### src/rtl/sram_sp_init_pkg.sv
// -----------------------------------------------------------------------------
// sram_pkg
// Shared types and helpers for the sram_sp_init slice.
//   - state_t   : init-controller FSM states
//   - BYTE_W    : bits per byte lane
//   - merge()   : byte-lane merge used by both the array write path and the
//                 write-first read bypass, so the two can never disagree.
// merge() works on the widest supported word (MAX_DATA_W); callers zero-extend
// into it and take back the low DATA_W bits.
// -----------------------------------------------------------------------------
package sram_pkg;

  typedef enum logic [0:0] {
    ST_INIT = 1'b0,
    ST_IDLE = 1'b1
  } state_t;

  localparam int unsigned BYTE_W     = 8;
  localparam int unsigned MAX_DATA_W = 256;
  localparam int unsigned MAX_BE_W   = MAX_DATA_W / BYTE_W;

  // Byte enable width for a given data width (DATA_W/8).
  function automatic int unsigned be_width(input int unsigned data_w);
    return data_w / BYTE_W;
  endfunction

  // Enabled lanes take the new word, disabled lanes keep the old word.
  function automatic logic [MAX_DATA_W-1:0] merge(
    input logic [MAX_DATA_W-1:0] old_word,
    input logic [MAX_DATA_W-1:0] new_word,
    input logic [MAX_BE_W-1:0]   lane_en
  );
    logic [MAX_DATA_W-1:0] result;
    result = old_word;
    for (int i = 0; i < int'(MAX_BE_W); i++) begin
      if (lane_en[i]) begin
        result[i*BYTE_W +: BYTE_W] = new_word[i*BYTE_W +: BYTE_W];
      end else begin
        result[i*BYTE_W +: BYTE_W] = old_word[i*BYTE_W +: BYTE_W];
      end
    end
    return result;
  endfunction

endpackage

### src/rtl/sram_sp_init_if.sv
// -----------------------------------------------------------------------------
// sram_sp_init_if
// Request/response bundle between a local controller (master) and the
// single-port SRAM (slave).
//   wr, rd, addr, data_in, be     : request from controller
//   data_out, rd_valid            : registered read response
//   busy                          : init sweep running, requests are dropped
//   req_err                       : one-cycle pulse for a dropped request
// -----------------------------------------------------------------------------
interface sram_sp_init_if #(
  parameter int unsigned DATA_W = 8,
  parameter int unsigned ADDR_W = 3
);
  logic              wr;
  logic              rd;
  logic [ADDR_W-1:0] addr;
  logic [DATA_W-1:0] data_in;
  logic [DATA_W/8-1:0] be;
  logic [DATA_W-1:0] data_out;
  logic              rd_valid;
  logic              busy;
  logic              req_err;

  modport master (
    output wr, rd, addr, data_in, be,
    input  data_out, rd_valid, busy, req_err
  );

  modport slave (
    input  wr, rd, addr, data_in, be,
    output data_out, rd_valid, busy, req_err
  );
endinterface

### src/rtl/sram_sp_init_init_ctrl.sv
// -----------------------------------------------------------------------------
// sram_init_ctrl
// Init sweep controller: after every reset it walks the array writing INIT_VAL
// to each word, one word per cycle, then hands the write port to the request
// path.
//   clk, rst      : clock, synchronous active-high reset
//   req_we        : qualified write request from the top level
//   req_addr      : request write address
//   req_data      : request write word (already byte-merged)
//   busy          : registered, high while the sweep runs
//   mem_we/mem_waddr/mem_wdata : array write port after the override mux
// -----------------------------------------------------------------------------
module sram_init_ctrl
  import sram_pkg::*;
#(
  parameter int unsigned DATA_W   = 8,
  parameter int unsigned ADDR_W   = 3,
  parameter int unsigned DEPTH    = 2**ADDR_W,
  parameter logic [DATA_W-1:0] INIT_VAL = '0
) (
  input  logic              clk,
  input  logic              rst,
  input  logic              req_we,
  input  logic [ADDR_W-1:0] req_addr,
  input  logic [DATA_W-1:0] req_data,
  output logic              busy,
  output logic              mem_we,
  output logic [ADDR_W-1:0] mem_waddr,
  output logic [DATA_W-1:0] mem_wdata
);

  localparam logic [ADDR_W-1:0] LAST_ADDR = ADDR_W'(DEPTH - 1);

  state_t            state_r;
  logic [ADDR_W-1:0] ptr_r;
  logic              busy_r;

  // Sweep FSM: INIT walks ptr 0..DEPTH-1, then parks in IDLE until next reset.
  always_ff @(posedge clk) begin
    if (rst) begin
      state_r <= ST_INIT;
      ptr_r   <= '0;
      busy_r  <= 1'b1;
    end else begin
      case (state_r)
        ST_INIT: begin
          if (ptr_r == LAST_ADDR) begin
            state_r <= ST_IDLE;
            ptr_r   <= '0;
            busy_r  <= 1'b0;
          end else begin
            ptr_r   <= ptr_r + ADDR_W'(1);
          end
        end
        ST_IDLE: begin
          state_r <= ST_IDLE;
        end
        default: begin
          state_r <= ST_INIT;
          ptr_r   <= '0;
          busy_r  <= 1'b1;
        end
      endcase
    end
  end

  // Write-port override: the sweep owns the port in INIT; a reset cycle writes nothing.
  always_comb begin
    mem_we    = 1'b0;
    mem_waddr = '0;
    mem_wdata = '0;
    if (rst) begin
      mem_we    = 1'b0;
    end else if (state_r == ST_INIT) begin
      mem_we    = 1'b1;
      mem_waddr = ptr_r;
      mem_wdata = INIT_VAL;
    end else begin
      mem_we    = req_we;
      mem_waddr = req_addr;
      mem_wdata = req_data;
    end
  end

  assign busy = busy_r;

endmodule

### src/rtl/sram_sp_init.sv
// -----------------------------------------------------------------------------
// sram_sp_init
// Parametrised single-port synchronous SRAM with per-byte write enables, a
// registered read (1-cycle latency, rd_valid strobe), write-first behaviour on
// a combined wr+rd, and a hardware sweep that fills the array with INIT_VAL
// after every reset.
//   clk  : system clock
//   rst  : synchronous active-high reset
//   bus  : sram_sp_init_if slave modport (wr, rd, addr, data_in, be,
//          data_out, rd_valid, busy, req_err)
// -----------------------------------------------------------------------------
module sram_sp_init
  import sram_pkg::*;
#(
  parameter int unsigned DATA_W   = 8,
  parameter int unsigned ADDR_W   = 3,
  parameter int unsigned DEPTH    = 2**ADDR_W,
  parameter logic [DATA_W-1:0] INIT_VAL = '0
) (
  input  logic            clk,
  input  logic            rst,
  sram_sp_init_if.slave   bus
);

  localparam int unsigned BE_W = be_width(DATA_W);
  // One bit wider than addr so DEPTH == 2**ADDR_W still compares correctly.
  localparam logic [ADDR_W:0] DEPTH_V = (ADDR_W+1)'(DEPTH);

  logic [DATA_W-1:0] mem [DEPTH];

  logic              busy_s;
  logic              in_range_s;
  logic              wr_ok_s;
  logic              rd_ok_s;
  logic              err_s;
  logic [DATA_W-1:0] rd_word_s;
  logic [DATA_W-1:0] merged_s;
  logic              mem_we_s;
  logic [ADDR_W-1:0] mem_waddr_s;
  logic [DATA_W-1:0] mem_wdata_s;

  logic [DATA_W-1:0] data_out_r;
  logic              rd_valid_r;
  logic              req_err_r;

  // Request qualification: a request is honoured only when idle, in range, and not in reset.
  always_comb begin
    in_range_s = ({1'b0, bus.addr} < DEPTH_V);
    wr_ok_s    = bus.wr & ~busy_s & in_range_s & ~rst;
    rd_ok_s    = bus.rd & ~busy_s & in_range_s & ~rst;
    // Single error pulse per offending cycle, whether wr, rd or both were set.
    err_s      = (bus.wr | bus.rd) & (busy_s | ~in_range_s);
  end

  // Byte merge of the addressed word; feeds both the array write and the read bypass.
  always_comb begin
    logic [MAX_DATA_W-1:0] old_x;
    logic [MAX_DATA_W-1:0] new_x;
    logic [MAX_BE_W-1:0]   be_x;
    logic [MAX_DATA_W-1:0] res_x;
    old_x             = '0;
    new_x             = '0;
    be_x              = '0;
    rd_word_s         = mem[bus.addr];
    old_x[DATA_W-1:0] = rd_word_s;
    new_x[DATA_W-1:0] = bus.data_in;
    be_x[BE_W-1:0]    = bus.be;
    res_x             = merge(old_x, new_x, be_x);
    merged_s          = res_x[DATA_W-1:0];
  end

  sram_init_ctrl #(
    .DATA_W   (DATA_W),
    .ADDR_W   (ADDR_W),
    .DEPTH    (DEPTH),
    .INIT_VAL (INIT_VAL)
  ) u_init_ctrl (
    .clk       (clk),
    .rst       (rst),
    .req_we    (wr_ok_s),
    .req_addr  (bus.addr),
    .req_data  (merged_s),
    .busy      (busy_s),
    .mem_we    (mem_we_s),
    .mem_waddr (mem_waddr_s),
    .mem_wdata (mem_wdata_s)
  );

  // Array write port; contents are never reset, the sweep clears them instead.
  always_ff @(posedge clk) begin
    if (mem_we_s) begin
      mem[mem_waddr_s] <= mem_wdata_s;
    end
  end

  // Registered read response and error strobe.
  always_ff @(posedge clk) begin
    if (rst) begin
      data_out_r <= '0;
      rd_valid_r <= 1'b0;
      req_err_r  <= 1'b0;
    end else begin
      rd_valid_r <= rd_ok_s;
      req_err_r  <= err_s;
      if (rd_ok_s) begin
        // Write-first: a same-cycle write is visible in the returned word.
        data_out_r <= wr_ok_s ? merged_s : rd_word_s;
      end else begin
        data_out_r <= data_out_r;
      end
    end
  end

  assign bus.data_out = data_out_r;
  assign bus.rd_valid = rd_valid_r;
  assign bus.req_err  = req_err_r;
  assign bus.busy     = busy_s;

endmodule

### src/flat_wrapper.sv
// flat-port wrapper written by rule: the top's interface ports become plain ports
module sram_sp_init_flat import sram_pkg::*;
#(
  parameter int unsigned DATA_W   = 8,
  parameter int unsigned ADDR_W   = 3,
  parameter int unsigned DEPTH    = 2**ADDR_W,
  parameter logic [DATA_W-1:0] INIT_VAL = '0
)
  (clk, rst, bus_wr, bus_rd, bus_addr, bus_data_in, bus_be, bus_data_out, bus_rd_valid, bus_busy, bus_req_err);
  sram_sp_init_if #(.DATA_W(DATA_W), .ADDR_W(ADDR_W)) bus_i ();
  input  logic clk;
  input  logic rst;
  input wire logic [$bits(bus_i.wr)-1:0] bus_wr;
  input wire logic [$bits(bus_i.rd)-1:0] bus_rd;
  input wire logic [$bits(bus_i.addr)-1:0] bus_addr;
  input wire logic [$bits(bus_i.data_in)-1:0] bus_data_in;
  input wire logic [$bits(bus_i.be)-1:0] bus_be;
  output wire logic [$bits(bus_i.data_out)-1:0] bus_data_out;
  output wire logic [$bits(bus_i.rd_valid)-1:0] bus_rd_valid;
  output wire logic [$bits(bus_i.busy)-1:0] bus_busy;
  output wire logic [$bits(bus_i.req_err)-1:0] bus_req_err;
  assign bus_i.wr = bus_wr;
  assign bus_i.rd = bus_rd;
  assign bus_i.addr = bus_addr;
  assign bus_i.data_in = bus_data_in;
  assign bus_i.be = bus_be;
  assign bus_data_out = bus_i.data_out;
  assign bus_rd_valid = bus_i.rd_valid;
  assign bus_busy = bus_i.busy;
  assign bus_req_err = bus_i.req_err;
  sram_sp_init #(.DATA_W(DATA_W), .ADDR_W(ADDR_W), .DEPTH(DEPTH), .INIT_VAL(INIT_VAL)) u_core (.clk(clk), .rst(rst), .bus(bus_i));
endmodule
### config.mk
export PLATFORM = sky130hd
export DESIGN_NAME = sram_sp_init_flat
export DESIGN_NICKNAME = d
export VERILOG_FILES = /design/src/rtl/sram_sp_init_pkg.sv /design/src/rtl/sram_sp_init_if.sv /design/src/rtl/sram_sp_init_init_ctrl.sv /design/src/rtl/sram_sp_init.sv /design/src/flat_wrapper.sv
export SDC_FILE = /design/constraint.sdc
export NUM_CORES = 1
export LEC_CHECK = 0
export ABC_AREA = 1
export BUFFER_PORTS_ARGS = -buffer_cell sky130_fd_sc_hd__buf_2
export CORE_UTILIZATION = 30
export DETAILED_ROUTE_END_ITERATION = 16
export PLACE_DENSITY = 0.54
export SLEW_MARGIN = 20
export SYNTH_ARGS = -nofsm -noshare
export SYNTH_HDL_FRONTEND = slang
export SYNTH_SLANG_ARGS = --single-unit
### constraint.sdc
create_clock -name clk -period 2.9 [get_ports clk]
set_input_delay 0.29 -clock clk [delete_from_list [all_inputs] [get_ports clk]]
set_output_delay 0.29 -clock clk [all_outputs]
set_load 0.01 [all_outputs]
======== Word level (Yosys, flattened, before mapping) ========
Memories as Yosys holds them, arrays and structs flattened.
Index checks and enable logic that the tools add are counted.
word-level totals
  flip-flop bits (word level) ............. 15
  RAM bits ................................ 64
  input bits .............................. 16
  output and inout port bits .............. 11
  memories kept ........................... 1
operators by class
  $add $sub $neg .......................... 1
  equality and inequality tests ........... 1
  mux-type cells .......................... 13
  bitwise gates (word level) .............. 9
  reduce and logical (&&, ||, !) cells .... 1
memory list
  name        words  width  rd ports  clocked after Yosys merged registers in  wr ports  line                text
  u_core.mem  8      8      1         0                                        1         sram_sp_init.sv:29  logic [DATA_W-1:0] mem [DEPTH];
operators with widths
  operator                                                       count
  8-bit two-way mux                                              4
  3-bit two-way mux                                              3
  1-bit AND                                                      5
  1-bit two-way mux                                              5
  3-bit by 1-bit adder with 3-bit output, second input constant  1
  3-bit == test, second input constant                           1
  1-bit NOT                                                      3
  1-bit case mux with 2 select lines                             1
  2-bit AND reduction                                            1
  1-bit bitwise OR                                               1

======== Depth between registers and ports, before layout ========
Gate-level depths: netlist of run 1.
  word-level depth ........................ 7
  depth in mapped cells ................... 10

======== Modules after synthesis ========
A second synthesis of run 1 with hierarchy kept.
second synthesis, totals
  cells, all modules ...................... 414
  area, all modules ....................... 3676.0 um^2
by module, submodules not included
  module          instances  cells an instance  area an instance (um^2)  seq. area each (um^2)
  sram_sp_init    1          362                3344.5                   2122.0
  sram_init_ctrl  1          52                 331.6                    100.1

======== Worst setup path before layout of run 1 ========
No wires, ideal clock.
  kind .................................... input to register
  start ................................... input port bus_addr[1]
  end ..................................... memory u_core.mem[6][0] (enable)
  setup time .............................. 0.370 ns
  data arrival time ....................... 1.272 ns
  setup slack ............................. 1.258 ns
  cell stages on the path ................. 6
  cells stage by stage .................... buf_6 > inv_4 > buf_4 > o22ai_1 > nand2_1 > nor2_1
on the way
  longest elaborated chain between the ends .. 2
ends and longest elaborated chain
  what               line                          text
  start, declared    flat_wrapper.sv:15            input wire logic [$bits(bus_i.addr)-1:0] bus_addr;
  3-bit two-way mux  sram_sp_init_init_ctrl.sv:74  end else if (state_r == ST_INIT) begin
  3-bit two-way mux  sram_sp_init_init_ctrl.sv:72  if (rst) begin
  end, declared      sram_sp_init.sv:29
No other way between the ends.

======== Worst setup path after layout of run 1 ========
  start ................................... register u_core.u_init_ctrl.state_r
  end ..................................... memory u_core.mem[1][6] (enable)
on the way
  longest elaborated chain between the ends .. 4
ends and longest elaborated chain
  what                                     line                          text
  start, declared                          sram_sp_init_init_ctrl.sv:34  state_t state_r;
  start signal, assigned                   sram_sp_init_init_ctrl.sv:41  state_r <= ST_INIT;
  start signal, assigned                   sram_sp_init_init_ctrl.sv:48  state_r <= ST_IDLE;
  start signal, assigned                   sram_sp_init_init_ctrl.sv:56  state_r <= ST_IDLE;
  1-bit two-way mux                        sram_sp_init_init_ctrl.sv:74
  1-bit two-way mux                        sram_sp_init_init_ctrl.sv:72
  1-bit two-way mux                        sram_sp_init.sv:91            if (mem_we_s) begin
  1-bit two-way mux (implied by the code)  sram_sp_init.sv:92            mem[mem_waddr_s] <= mem_wdata_s;
Several ways; a longest one is shown, not always the timed one.

==> load_flow_metrics.sql, run 1 <==
INSERT INTO impl_metrics (metric_group, metric, value, unit) VALUES
('outcome', 'status', 'complete, no violations', ''),
('cts', 'clock_tree.buffer_depth', '2', ''),
('global_route', 'globalRouteMet1Util', '19.86', '%'),
('die', 'design.core.area', '12010', 'um2'),
('timing', 'timing_worst_slew_pin_value', '725.5', 'ps'),
('synthesis', 'synth_top_family_by_area', 'simple AND/OR/NAND/NOR gates', ''),
('timing', 'fin_ws', '873.1', 'ps'),
('global_route', 'grt_max_degree', '34', ''),
('placement', 'placed_cells_incl_taps', '564', ''),
('synthesis', 'syn_inst', '394', ''),
('setup_path', 'worst_setup_path_start_kind', 'flip-flop', ''),
('cts', 'library_cell_used_as_clock_root_buffer', 'clkbuf_16', ''),
('cts', 'cts_sinks', '79', ''),
('timing', 'finalCritPeriodShare', '69.89', '%'),
('synthesis', 'ys_seq_area_share', '60.22', '%'),
('timing', 'clock.fmax', '493.4', 'MHz'),
('power', 'power.share.clock', '43.8', '%'),
('setup_path', 'cp_max_fo', '13', ''),
('drt', 'iteration_0_drc_markers', '187', ''),
('synthesis', 'synth_fa_ha_area_share', '0.6782', '%'),
('setup_path', 'crit_required', '2870', 'ps'),
('flow_run', 'max_cap_viol_count', '0', ''),
('synthesis', 'synth-xor-area-share', '0', '%'),
('die', 'chipHeight', '112.9', 'um'),
('cts', 'cts_hold_repair.buffers', '0', ''),
('setup_path', 'timing.setup.critical_path_class', 'flip-flop to flip-flop', ''),
('cells_and_area', 'fin_nets', '446', ''),
('timing', 'final-setup-viol-count', '0', ''),
('cells_and_area', 'area_delta_synth_final', '15.23', '%'),
('global_route', 'globalRoute.busiestLayer', 'met2', ''),
('setup_path', 'crit-reg2reg-capture', 'u_core.mem[1][6]$_DFFE_PP_', ''),
('drt', 'first_pass_iters', '4', ''),
('cts', 'cts.reportedPaths.clkPinSlew', '60', 'ps'),
('drt', 'route.detailed.wl_per_inst', '14.72', 'um'),
('worst_hold_path', 'timing.hold.worst.class', 'input pin to flip-flop', ''),
('drt', 'drtAntennaViolNets', '0', ''),
('cells_and_area', 'filler_cell_count', '1210', ''),
('synthesis', 'mapped_nets', '412', ''),
('cells_and_area', 'fin_cells', '580', ''),
('cts', 'postCtsSetupBuffers', '0', ''),
('synthesis', 'ys_ff_latch', '79', ''),
('timing', 'worst_hold_slack', '199.9', 'ps'),
('power', 'power_per_cell_area', '589.1', 'nW/um2'),
('global_route', 'gr-usage-met2', '22.06', '%'),
('drt', 'dr_total_vias', '2598', ''),
('synthesis', 'netlist_area_before_placement', '3690', 'um2'),
('worst_hold_path', 'hold_depth', '2', ''),
('global_route', 'grt.overflow.total', '0', ''),
('power', 'cellInternalPower', '1.945', 'mW'),
('die', 'fp.dieW', '112.9', 'um'),
('die', 'start_util', '30.72', '%'),
('timing', 'report.final.hold_viol_count', '0', ''),
('synthesis', 'synth_area_per_cell', '9.365', 'um2'),
('cells_and_area', 'antenna_cells_inserted', '0', ''),
('power', 'finalPower', '2.505', 'mW'),
('placement', 'dpl.hpwl', '6.216', 'mm'),
('timing', 'min_period', '2027', 'ps'),
('timing', 'drv_slew', '0', ''),
('timing', 'tightest_slew_margin_relative_to_the_limit', '51.45', '%'),
('die', 'die-area', '12750', 'um2'),
('placement', 'dpl_worst_slack', '845.8', 'ps'),
('drt', 'avgViaCountPerCell', '4.479', ''),
('drt', 'drc', '0', ''),
('cells_and_area', 'fin_util', '35.40', '%'),
('drt', 'route.final.wire_length', '8.537', 'mm'),
('power', 'p_switching', '559.9', 'uW'),
('cts', 'cts_resized', '0', ''),
('cts', 'cts-htree-levels', '3', ''),
('synthesis', 'yosys_warnings', '0', ''),
('placement', 'gp_congestion', '0.8093', ''),
('timing', 'worst_clock_skew', '7.438', 'ps');
## registers in the layout, summed over array words and instances, names as in the netlist
| signal | count |
|---|---|
| u_core.mem | 64 |
| u_core.u_init_ctrl.busy | 1 |
| u_core.u_init_ctrl.ptr_r | 3 |
| u_core.bus.data_out | 8 |
| u_core.bus.req_err | 1 |
| u_core.bus.rd_valid | 1 |
| u_core.u_init_ctrl.state_r | 1 |
## routing by layer
layer  wire (um)  part of all wire [%]
met1        4071                    48
met5           0                     0
met3         551                   6.5
met2        3768                    44
met4         146                   1.7
## critical path: stages (launching register included)
cell,delay (ps)
dfxtp_1,340
inv_1,70
nor2_1,90
inv_1,180
o22ai_1,210
nand2_1,160
nor2_1,600
## kinds of logic (layout without fill, tap and decap cells)
kind of cell,after synthesis,count (layout)
AND/OR/NAND/NOR,194,194
buffers and inverters,94,133
AO/OA/AOI/OAI,25,25
adder cells (fa/ha/maj),2,2
flip-flops,79,79
## final cells by class
cell class | count | area [um2] | area share (%)
clock buffer | 9 | 225.2 | 5.297
clock inverter | 7 | 63.81 | 1.501
inverter | 80 | 307.8 | 7.240
multi-input combinational | 221 | 1036 | 24.37
sequential | 79 | 2222 | 52.27
tap | 147 | 183.9 | 4.326
timing repair buffer | 37 | 212.7 | 5.003
## layout by cell type (no fill, tap or decap), drive strengths merged
cell and count:
o22ai 3, nor2 14, ha 2, inv 79, bufinv 1, dfxtp 15, o21ai 4, a21oi 18
clkinvlp 1, clkbuf 9, nand3 73, edfxtp 64, nand2 107, buf 37, clkinv 6
## power by group through the flow
stage / logic (mW) / registers, mW / clock network [mW]
after floorplan: 0.124 / 1.27 / 0
after global placement: 0.163 / 1.27 / 0
after detailed placement: 0.163 / 1.27 / 0
after CTS: 0.164 / 1.24 / 1.11
after global routing: 0.184 / 1.25 / 1.16
final: 0.163 / 1.24 / 1.10
## worst max-delay path by stage
stage,startpoint,endpoint,cells after the start
5_1_grt,u_core.u_init_ctrl.state_r$_SDFF_PP0_,u_core.mem[1][1]$_DFFE_PP_,6
3_5_place_dp,rst,u_core.mem[0][2]$_DFFE_PP_,7
3_3_place_gp,rst,u_core.mem[4][2]$_DFFE_PP_,7
6_report,u_core.u_init_ctrl.state_r$_SDFF_PP0_,u_core.mem[1][6]$_DFFE_PP_,6
2_1_floorplan,bus_addr[1],u_core.mem[6][0]$_DFFE_PP_,6
4_1_cts,u_core.u_init_ctrl.state_r$_SDFF_PP0_,u_core.mem[1][5]$_DFFE_PP_,6
## synth_stat cells (all sizes together)
library cell	count	area, um2
o22ai	3	18.77
clkbuf	1	3.750
nand3	73	405.4
o21ai	4	20.02
ha	2	25.02
clkinv	1	3.750
a21oi	18	90.09
inv	79	304.0
edfxtp	64	1922
buf	13	120.1
nor2	14	52.55
nand2	107	424.2
dfxtp	15	300.3
Power figures use the tool's default switching activity.
==> run 2: changes to the inputs <==
==> constraint.sdc (replaced) <==
create_clock -name clk -period 1.9 [get_ports clk]
set_input_delay 0.19 -clock clk [delete_from_list [all_inputs] [get_ports clk]]
set_output_delay 0.19 -clock clk [all_outputs]
set_load 0.01 [all_outputs]
==> load_flow_metrics.sql, run 2 (same netlist as run 1, synthesis figures left out) <==
INSERT INTO impl_metrics (metric_group, metric, value, unit) VALUES
('cells_and_area', 'largest-register', 'u_core.mem', ''),
('setup_path', 'r2r_slack', '190', 'ps'),
('cells_and_area', 'mostFrequentLayoutCell', 'nand2_1', ''),
('placement', 'gp_congestion', '0.7859', ''),
('drt', 'first_pass_iters', '5', ''),
('timing', 'finalCritPeriodShare', '89.97', '%'),
('global_route', 'grt_pass1_vias', '2602', ''),
('cells_and_area', 'drive_above_1_share', '19.51', '%'),
('global_route', 'grt.overflow.total', '0', ''),
('die', 'ioPinCount', '27', ''),
('drt', 'route.detailed.wl_per_inst', '14.26', 'um'),
('die', 'rows', '40', ''),
('setup_path', 'worstReg2RegStart', 'u_core.u_init_ctrl.state_r$_SDFF_PP0_', ''),
('drt', 'drc', '0', ''),
('worst_hold_path', 'timing.hold.worst.class', 'input pin to flip-flop', ''),
('cts', 'cts.reportedPaths.clkPinSlew', '60', 'ps'),
('global_route', 'global_route.usage.met3', '2.571', '%'),
('cts', 'clock_insertion_delay_worst_skew', '340', 'ps'),
('timing', 'final-setup-viol-count', '0', ''),
('die', 'fp.dieW', '112.9', 'um'),
('cells_and_area', 'commonest_cells_after_routing_fill_and_taps_aside', '98 x nand2_1, 75 x inv_1, 65 x nand3_1', ''),
('timing', 'timing_worst_slew_pin_value', '776.1', 'ps'),
('timing', 'min_period', '1709', 'ps'),
('global_route', 'grt_max_degree', '34', ''),
('power', 'p_leak', '2.006', 'nW'),
('setup_path', 'cp_max_fo', '13', ''),
('placement', 'dpl.hpwl', '5.981', 'mm'),
('cts', 'cts-buffers-inserted', '9', ''),
('die', 'start_util', '30.72', '%'),
('power', 'power_per_cell_area', '905.8', 'nW/um2'),
('die', 'design.core.area', '12010', 'um2'),
('drt', 'drtAntennaViolNets', '0', ''),
('setup_path', 'critPathArrivalTime', '1750', 'ps'),
('cells_and_area', 'area_delta_synth_final', '19.63', '%'),
('placement', 'port-buffer-count', '26', ''),
('cells_and_area', 'filler_cell_count', '1193', ''),
('cells_and_area', 'final_area', '4414', 'um2'),
('global_route', 'global_route_wire_length_before_repair', '13.63', 'mm'),
('global_route', 'initial_antenna_violation_count', '0', ''),
('setup_path', 'crit_required', '1950', 'ps'),
('cts', 'clock_tree.buffer_depth', '2', ''),
('setup_path', 'crit-reg2reg-capture', 'u_core.mem[1][2]$_DFFE_PP_', ''),
('flow_run', 'max_cap_viol_count', '0', ''),
('placement', 'dpl_worst_slack', '-82.40', 'ps'),
('worst_hold_path', 'hold-path-endpoint', 'u_core.bus.req_err$_SDFF_PP0_', ''),
('global_route', 'gr-usage-met2', '22.59', '%'),
('drt', 'iteration_0_drc_markers', '235', ''),
('setup_path', 'cpPeakStageDelay', '350', 'ps'),
('cts', 'library_cell_used_as_clock_root_buffer', 'clkbuf_16', ''),
('global_route', 'globalRoute.busiestLayer', 'met2', ''),
('cts', 'cts_sinks', '79', ''),
('worst_hold_path', 'min_from', 'rst', ''),
('cts', 'cts_hold_repair.buffers', '0', ''),
('cts', 'cts_tree', 'done', ''),
('setup_path', 'slowest_stage', 'dfxtp_1', ''),
('die', 'die-area', '12750', 'um2'),
('setup_path', 'critical_path.cell_chain', 'inv_1 > nor2_1 > inv_2 > o22ai_1 > nand2_1 > nor2_1 > buf_4', ''),
('cts', 'cts-htree-levels', '3', ''),
('drt', 'dr_total_vias', '2692', ''),
('drt', 'route.final.wire_length', '8.459', 'mm'),
('cells_and_area', 'largest_register_ffs', '64', ''),
('die', 'chipHeight', '112.9', 'um'),
('power', 'ir_drop', '0.0004212', 'V'),
('setup_path', 'worst_setup_path_start_kind', 'flip-flop', ''),
('setup_path', 'timing.setup.critical_path_class', 'flip-flop to flip-flop', ''),
('timing', 'clock.fmax', '585.0', 'MHz'),
('timing', 'worst_hold_slack', '98.34', 'ps'),
('cells_and_area', 'fin_nets', '459', ''),
('timing', 'fin_ws', '190.5', 'ps'),
('timing', 'report.final.hold_viol_count', '0', ''),
('setup_path', 'worst_r2r_path_depth', '7', ''),
('setup_path', 'crit_path_end_kind', 'flip-flop', ''),
('cells_and_area', 'antenna_cells_inserted', '0', ''),
('global_route', 'globalRouteMet1Util', '19.47', '%'),
('outcome', 'status', 'complete, no violations', ''),
('worst_hold_path', 'hold_depth', '2', ''),
('drt', 'avgViaCountPerCell', '4.540', ''),
('timing', 'drv_slew', '0', ''),
('placement', 'placed_cell_area', '4098', 'um2'),
('timing', 'worst_clock_skew', '4.168', 'ps'),
('timing', 'tightest_slew_margin_relative_to_the_limit', '48.26', '%'),
('global_route', 'globalRouteTotalUtil', '14.41', '%'),
('timing', 'rsz0062_at_grt', 'no', ''),
('setup_path', 'crit_path_frequent_cell', 'nor2_1', '');
-- run 2: cell types whose count changed in the layout (fill, tap and decap cells not counted), sizes merged --
| cell | before | now |
|---|---|---|
| clkinvlp | 1 | 0 |
| bufinv | 1 | 2 |
| buf | 37 | 50 |
-- run 2: final cells by class --
class	count	area (um2)	area share, %
flip-flops and latches	79	2222	50.34
clock inverters	7	87.58	1.984
clock buffers	9	225.2	5.102
well taps	147	183.9	4.167
inverters	80	307.8	6.973
repair buffers	50	347.8	7.880
multi-input cells	221	1040	23.55
-- run 2: power breakdown --
group	internal (mW)	switching [mW]	total, mW
sequential	1.89	0.0106	1.90
combinational	0.115	0.188	0.303
clock	1.14	0.658	1.80
-- run 2: layer usage --
| metal | part of all wire [%] | vias to the layer above |
|---|---|---|
| met5 | 0 | - |
| met4 | 2.1 | 0 |
| met3 | 4.7 | 15 |
| met2 | 45 | 67 |
| met1 | 49 | 1245 |
| li1 | - | 1365 |
-- run 2: metrics by stage --
stage / std cells / total power [mW] / setup TNS (ps) / utilization, %
detailed placement: 577 / 2.238 / -688.9 / 34.11
CTS: 593 / 4.031 / 0 / 36.72
global placement: 577 / 2.236 / -267.0 / 34.11
finish: 593 / 3.998 / 0 / 36.75
global route: 593 / 4.136 / 0 / 36.75
floorplan: 394 / 2.124 / 0 / -
-- run 2: how the worst max path moves through the flow --
| stage | start | end | cells after the start |
|---|---|---|---|
| 6_report | u_core.u_init_ctrl.state_r$_SDFF_PP0_ | u_core.mem[1][2]$_DFFE_PP_ | 7 |
| 5_1_grt | u_core.u_init_ctrl.state_r$_SDFF_PP0_ | u_core.mem[1][2]$_DFFE_PP_ | 8 |
| 4_1_cts | u_core.u_init_ctrl.state_r$_SDFF_PP0_ | u_core.mem[1][2]$_DFFE_PP_ | 8 |
| 3_5_place_dp | bus_addr[0] | u_core.mem[6][6]$_DFFE_PP_ | 7 |
| 3_3_place_gp | bus_addr[0] | u_core.mem[6][6]$_DFFE_PP_ | 7 |
| 2_1_floorplan | u_core.u_init_ctrl.state_r$_SDFF_PP0_ | u_core.mem[6][0]$_DFFE_PP_ | 5 |
-- run 2: what timing repair did --
| item | 4_1_cts | 5_1_grt |
|---|---|---|
| setup buffers | 0 | 0 |
| resized for setup | 0 | 2 |
| endpoints found under the setup margin | 0 | 45 |
| hold endpoints to repair | 0 | 0 |
-- run 2: critical path: cells and delay by family, from the launching register on --
family                 cells  cell delay (ps)
AOI/OAI and AO/OA          1              180
and+or+nand+nor            3              460
buffers and inverters      3              430
DFF                        1              350
